[config.mk]
export PLATFORM = sky130hd
export DESIGN_NAME = rr_reg_arbiter
export DESIGN_NICKNAME = d
export VERILOG_FILES = /design/src/rtl/rr_reg_arbiter.sv
export SDC_FILE = /design/constraint.sdc
export NUM_CORES = 1
export LEC_CHECK = 0
export ABC_CLOCK_PERIOD_IN_PS = 3900
export CAP_MARGIN = 20
export CORE_ASPECT_RATIO = 1.5
export CORE_MARGIN = 2
export CORE_UTILIZATION = 40
export CTS_CLUSTER_DIAMETER = 40
export DETAILED_ROUTE_END_ITERATION = 10
export GPL_TIMING_DRIVEN = 1
export MAX_ROUTING_LAYER = met4
export PLACE_DENSITY_LB_ADDON = 0.1
export SETUP_SLACK_MARGIN = 0.02
export SLEW_MARGIN = 10
export SYNTH_ARGS = -nofsm -noshare
export SYNTH_HDL_FRONTEND = slang
export SYNTH_SLANG_ARGS = --single-unit
[constraint.sdc]
create_clock -name clk -period 3.9 [get_ports clk]
set_clock_uncertainty 0.1 [all_clocks]
set_input_delay 0.39 -clock clk [delete_from_list [all_inputs] [get_ports clk]]
set_output_delay 0.39 -clock clk [all_outputs]
set_load 0.005 [all_outputs]
[src/rtl/rr_reg_arbiter.sv]
// rtl/rr_reg_arbiter.sv - round-robin arbiter that is the sole writer of a shared holding register,
// with per-requester lockable multi-beat bursts.
module rr_reg_arbiter #(
  parameter int NUM_REQ = 4,
  parameter int DATA_W  = 8
) (
  input  logic                        clk,
  input  logic                        reset,
  input  logic [NUM_REQ-1:0]          req_i,
  input  logic [NUM_REQ-1:0]          lock_i,
  input  logic [NUM_REQ*DATA_W-1:0]   data_i,
  output logic [NUM_REQ-1:0]          gnt_o,
  output logic [DATA_W-1:0]           q_o,
  output logic                        q_valid_o,
  output logic [$clog2(NUM_REQ)-1:0]  owner_o,
  output logic                        locked_o
);

  localparam int IDX_W = $clog2(NUM_REQ);

  typedef enum logic {
    ST_ARB    = 1'b0,
    ST_LOCKED = 1'b1
  } state_t;

  state_t              r_state;
  logic [NUM_REQ-1:0]  r_gnt;
  logic [DATA_W-1:0]   r_q;
  logic [IDX_W-1:0]    r_owner;
  logic [IDX_W-1:0]    r_ptr;

  state_t              w_state_nxt;
  logic [NUM_REQ-1:0]  w_gnt_nxt;
  logic [DATA_W-1:0]   w_q_nxt;
  logic [IDX_W-1:0]    w_owner_nxt;
  logic [IDX_W-1:0]    w_ptr_nxt;

  logic [NUM_REQ-1:0]  w_elig;
  logic                w_found;
  logic [IDX_W-1:0]    w_win;
  logic [IDX_W-1:0]    w_win_inc;
  logic                w_do_arb;

  // Masking out the current grantee keeps a dropping requester from being granted twice.
  assign w_elig = req_i & ~r_gnt;

  always_comb begin
    int v_idx;
    w_found = 1'b0;
    w_win   = '0;
    v_idx   = 0;
    for (int i = 0; i < NUM_REQ; i++) begin
      v_idx = int'(r_ptr) + i;
      if (v_idx >= NUM_REQ) begin
        v_idx = v_idx - NUM_REQ;
      end
      if (!w_found && w_elig[v_idx]) begin
        w_found = 1'b1;
        w_win   = IDX_W'(v_idx);
      end
    end
  end

  assign w_win_inc = (w_win == IDX_W'(NUM_REQ - 1)) ? '0 : w_win + 1'b1;

  always_comb begin
    w_state_nxt = r_state;
    w_gnt_nxt   = '0;
    w_q_nxt     = r_q;
    w_owner_nxt = r_owner;
    w_ptr_nxt   = r_ptr;
    w_do_arb    = 1'b0;

    case (r_state)
      ST_LOCKED: begin
        if (req_i[r_owner]) begin
          w_gnt_nxt = {{(NUM_REQ-1){1'b0}}, 1'b1} << r_owner;
          w_q_nxt   = data_i[int'(r_owner)*DATA_W +: DATA_W];
          if (!lock_i[r_owner]) begin
            w_state_nxt = ST_ARB;
          end
        end else begin
          // Abandoned burst: re-arbitrate on this same edge.
          w_state_nxt = ST_ARB;
          w_do_arb    = 1'b1;
        end
      end
      default: begin
        w_do_arb = 1'b1;
      end
    endcase

    if (w_do_arb && w_found) begin
      w_gnt_nxt   = {{(NUM_REQ-1){1'b0}}, 1'b1} << w_win;
      w_q_nxt     = data_i[int'(w_win)*DATA_W +: DATA_W];
      w_owner_nxt = w_win;
      w_ptr_nxt   = w_win_inc;
      w_state_nxt = lock_i[w_win] ? ST_LOCKED : ST_ARB;
    end
  end

  always_ff @(posedge clk) begin
    if (reset) begin
      r_state <= ST_ARB;
      r_gnt   <= '0;
      r_q     <= '0;
      r_owner <= '0;
      r_ptr   <= '0;
    end else begin
      r_state <= w_state_nxt;
      r_gnt   <= w_gnt_nxt;
      r_q     <= w_q_nxt;
      r_owner <= w_owner_nxt;
      r_ptr   <= w_ptr_nxt;
    end
  end

  assign gnt_o     = r_gnt;
  assign q_o       = r_q;
  assign q_valid_o = |r_gnt;
  assign owner_o   = r_owner;
  assign locked_o  = (r_state == ST_LOCKED);

endmodule
# After elaboration in Yosys (flattened, before gate mapping)
# Index checks and enable logic that the tools add are counted.
totals:
  register_bits: 17
  inputBits: 42
  out_inout_bits: 16
  wordCells: 85
classes:
  addsub: 8
  n_lt_le_gt_ge: 10
  eq_ne: 1
  n_shift: 4
  n_mux: 44
  bitwise: 2
  n_reduce_logical: 11
ops:
  columns: ["operator", "count"]
  rows:
  - ["$lt 32x4->1 const B", 4]
  - ["$mux 32", 4]
  - ["$shiftx 32x6->8", 2]
  - ["$mux 8", 3]
  - ["$mux 1", 22]
  - ["$bmux 1 s2", 7]
  - ["$mux 4", 3]
  - ["$sub 3x3->4 const B", 3]
  - ["$mux 2", 5]
  - ["$ge 3x3->1 const B", 3]
  - ["$shl 1x2->4 const A", 2]
  - ["$add 2x2->3 const B", 2]
  - ["$lt 2x3->1 const B", 2]
  - ["$and 4x4->4", 1]
  - ["$logic_and 1x1->1", 4]
  - ["$not 4->4", 1]
  - ["$reduce_bool 2->1", 2]
  - ["$reduce_or 4->1", 1]
  - ["$sub 2x3->4 const B", 1]
  - ["$add 2x1->3 const B", 1]
  - ["$ge 2x3->1 const B", 1]
  - ["$logic_not 1->1", 3]
  - ["$add 2x1->2 const B", 1]
  - ["$eq 2x2->1 const B", 1]
  - ["$reduce_and 2->1", 1]

# Longest topological paths before layout
logic_depth:
  word_depth: 19
  ltp_mapped: 9

# Worst setup path before layout
# No wires, ideal clock.
synth_timing:
  path_type: "input-to-reg"
  start: "input req_i[0]"
  end: "register r_q[0], in the netlist q_o[0]"
  setup_ps: 135
  arrival_ps: 1987
  path_slack_ps: 1678
  path_stages: 9
  n_path_buf: 3
  cell_sequence: "nor2b_1 or4_4 buf_6 o22a_1 o21ai_2 buf_6 buf_12 mux2i_1 o221ai_1"
synth_between:
  elab_chain_cells: 17
synth_rtl:
  columns: ["element", "line", "rtl"]
  rows:
  - ["start: declaration", "9", "input logic [NUM_REQ-1:0] req_i,"]
  - ["branches (longest 17 deep; another with $and 4x4->4)", null, null]
  - ["end signal: assignment", "112", "r_q <= w_q_nxt;"]
  - ["end: declaration", "28", "logic [DATA_W-1:0] r_q;"]
# Several ways; the timed one is not identified. The select of a mux whose other input is x is not followed.
# A chain may end at the register's enable or synchronous reset.

# Worst setup path after layout
layout_timing:
  start: "register r_owner[1], in the netlist owner_o[1]"
  end: "register r_q[5], in the netlist q_o[5]"
layout_between:
  elab_chain_cells: 7
layout_rtl:
  columns: ["element", "line", "rtl"]
  rows:
  - ["start: declaration", "29", "logic [IDX_W-1:0] r_owner;"]
  - ["start signal: assignment", "113", "r_owner <= w_owner_nxt;"]
  - ["branches (longest 7 deep; another with $shiftx 32x6->8)", null, null]
# Several ways; the timed one is not identified. The select of a mux whose other input is x is not followed.

==> out/qor.csv <==
metric,value,unit
critical path's largest stage delay,0.86,ns
CP Launch Type,flip-flop,
Final Max Slew Viols,0,
slowest CP cell,o21ai_2,
postcts setup bufs,0,
Leak,0.678,nW
CTS tree,done,
Setup CP Type,reg -> reg,
final setup vio count,0,
Synth Area in XOR/XNOR,0,%
Port Buffers,57,
"Hold-fix buffers, CTS",0,
fin worst setup slack,0.937,ns
Critical Path AT,2.98,ns
Die W,47.6,um
initial antenna violation count,0,
period utilisation layout,76.0,%
area post-placement,1700,um2
ys flop type,dfxtp_1,
Worst Hold Class,reg -> reg,
unrepaired setup endpoints after global routing,false,
initial core utilization,42.1,%
via/cell ratio,5.40,
Post-synth EDFFs,0,
nets,225,
vias in the first global route,1199,
number of buffers and inverters on the critical path,0,
Core ar.,2710,um2
Synth cell types,38,
Synth Area in Adders,4.39,%
Layout area overhead,53.2,%
mux cell area share after synthesis,21.4,%
# diodes,0,
most frequent CP cell,mux2i_1,
"Cell Chain, Critical Path",mux2i_1 -> o22a_1 -> nand2_2 -> o21ai_2 -> mux2i_1 -> o221ai_1,
row cnt,23,
Mapped Cells,124,
post_cts resized,0,
Initial DRC Count,26,
Final Hold Fails,0,
global route overflow,0,
syn avg cell area,9.19,um2
Setup crit end kind,flip-flop,
Routed Antenna Nets,0,
dpl ws,0.713,ns
cell family with most CP delay,compound AO/OA/AOI/OAI gates,
synthesized net count,170,
DR WL/cell,14.3,um
Die ar.,3300,um2
register area share after synthesis,29.9,%
fin crit period,2.96,ns
Final Util,64.6,%
clk sinks,17,
Worst Path Max Fanout,17,
Worst-Margin Slew,1.05,ns
Peak VDD IR,336,uV
top-level port count,58,
largest family of logic cells by synthesized area,multiplexers,
Critical Path RT,3.92,ns
Slew HR,30.0,%
latest clock arrival within the worst-skew pair,0.25,ns
Synth Area in Simple Gates,20.7,%
Yosys reg bits,17,
drt pass-1 iters,4,
Synth Area in Compound Gates,17.0,%
Final GP Congestion,0.909,
Mapped Area,1140,um2
post-route DRC violation count,0,
DRT Wirelength,3.08,mm
CTS Buf Count,3,
max_cap viols,0,
Die H,69.4,um
setup_tns,0,ns
asr flop ratio synth,0,%
clock root cell,clkbuf_8,
largest net degree at the start of global routing,18,
GRT Total Usage,21.2,%
Vias,1161,
fin area,1750,um2
Pwr Density,636,nW/um2
status,"finished, final reports clean",
first-pass GRT wire length,5.11,mm
H-Tree Depth,1,
fmax,0.338,GHz
Clock Path Buffers,2,
layout cells sized above 1,6.18,%
Worst-path clk slew,0.07,ns
post-DP HPWL,2.52,mm
YS warnings,0,
logic make-up (layout without fill, tap and decap cells):
family | count (synthesis) | after routing
compound gates | 27 | 27
mux | 23 | 23
buf+inv | 11 | 65
flops | 17 | 17
fa+ha+maj | 4 | 4
simple gates | 42 | 42
flip-flops by register name, indices dropped and copies added (netlist names):
name,count
gnt_o,4
owner_o,2
q_o,8
locked_o,1
r_ptr,2
through the flow:
stage	hold WS [ns]	instances	power (mW)
6_report	0.372	215	1.11
5_1_grt	0.384	215	1.20
4_1_cts	0.375	215	1.12
3_5_place_dp	0.354	211	0.981
3_3_place_gp	0.345	211	0.962
2_1_floorplan	0.357	124	0.759
synthesized netlist by cell type (2+ instances only):
cell type,n,area share (%)
nand2b_1,5,2.7
nand2_1,11,3.6
inv_1,3,0.99
ha_1,4,4.4
clkbuf_1,2,0.66
mux2i_1,21,18
nand3_1,3,1.3
o221ai_1,8,6.1
nor3b_1,2,1.3
nor2b_1,5,2.7
buf_2,2,0.88
buf_6,2,2.0
dfxtp_1,17,30
nand4_1,2,1.1
o22a_1,3,2.3
nor2_1,4,1.3
a21oi_1,7,3.1
nor3_1,2,0.88
o21ai_0,2,0.88
worst register-to-register path, cell delays in order, from the launching register on:
cell,delay [ns]
dfxtp_1,0.56
mux2i_1,0.30
o22a_1,0.42
nand2_2,0.18
o21ai_2,0.86
mux2i_1,0.29
o221ai_1,0.13
report_power, final:
part           internal (mW)  switching (mW)  total [mW]
clock                 0.0709          0.0629       0.134
sequential             0.252          0.0730       0.325
combinational          0.369           0.285       0.653
placed cells by master (no fill, tap or decap), types with 4 or more instances in the layout:
master and count:
nor2_1 4, ha_1 4, dfxtp_1 17, nor2b_1 5, mux2i_1 21, nand2b_1 5
clkdlybuf4s50_1 57, a21oi_1 7, nand2_1 11, o221ai_1 8
metal layers:
layer,vias up,track usage [%],part of all wire [%]
li1,572,-,-
met1,534,21.2,37
met2,49,37.7,56
met3,6,3.65,5.0
met4,0,8.41,1.8
met5,-,-,0
area by class of cell:
class	count	area, um2
clock buffer	3	41.3
clock inverter	1	5.00
fill	250	958
inverter	3	11.3
multi-input combinational	96	724
sequential	17	340
tap	37	46.3
timing repair buffer	58	578
path summary, 6_finish.rpt:
check                           startpoint  cells after the start  slack [ns]  endpoint
worst max-delay path            owner_o[1]                      6        0.94    q_o[5]
worst min-delay path                q_o[1]                      2        0.37    q_o[1]
worst min register to register      q_o[1]                      2        0.37    q_o[1]
worst max register to register  owner_o[1]                      6        0.94    q_o[5]
Power figures use the tool's default switching activity.
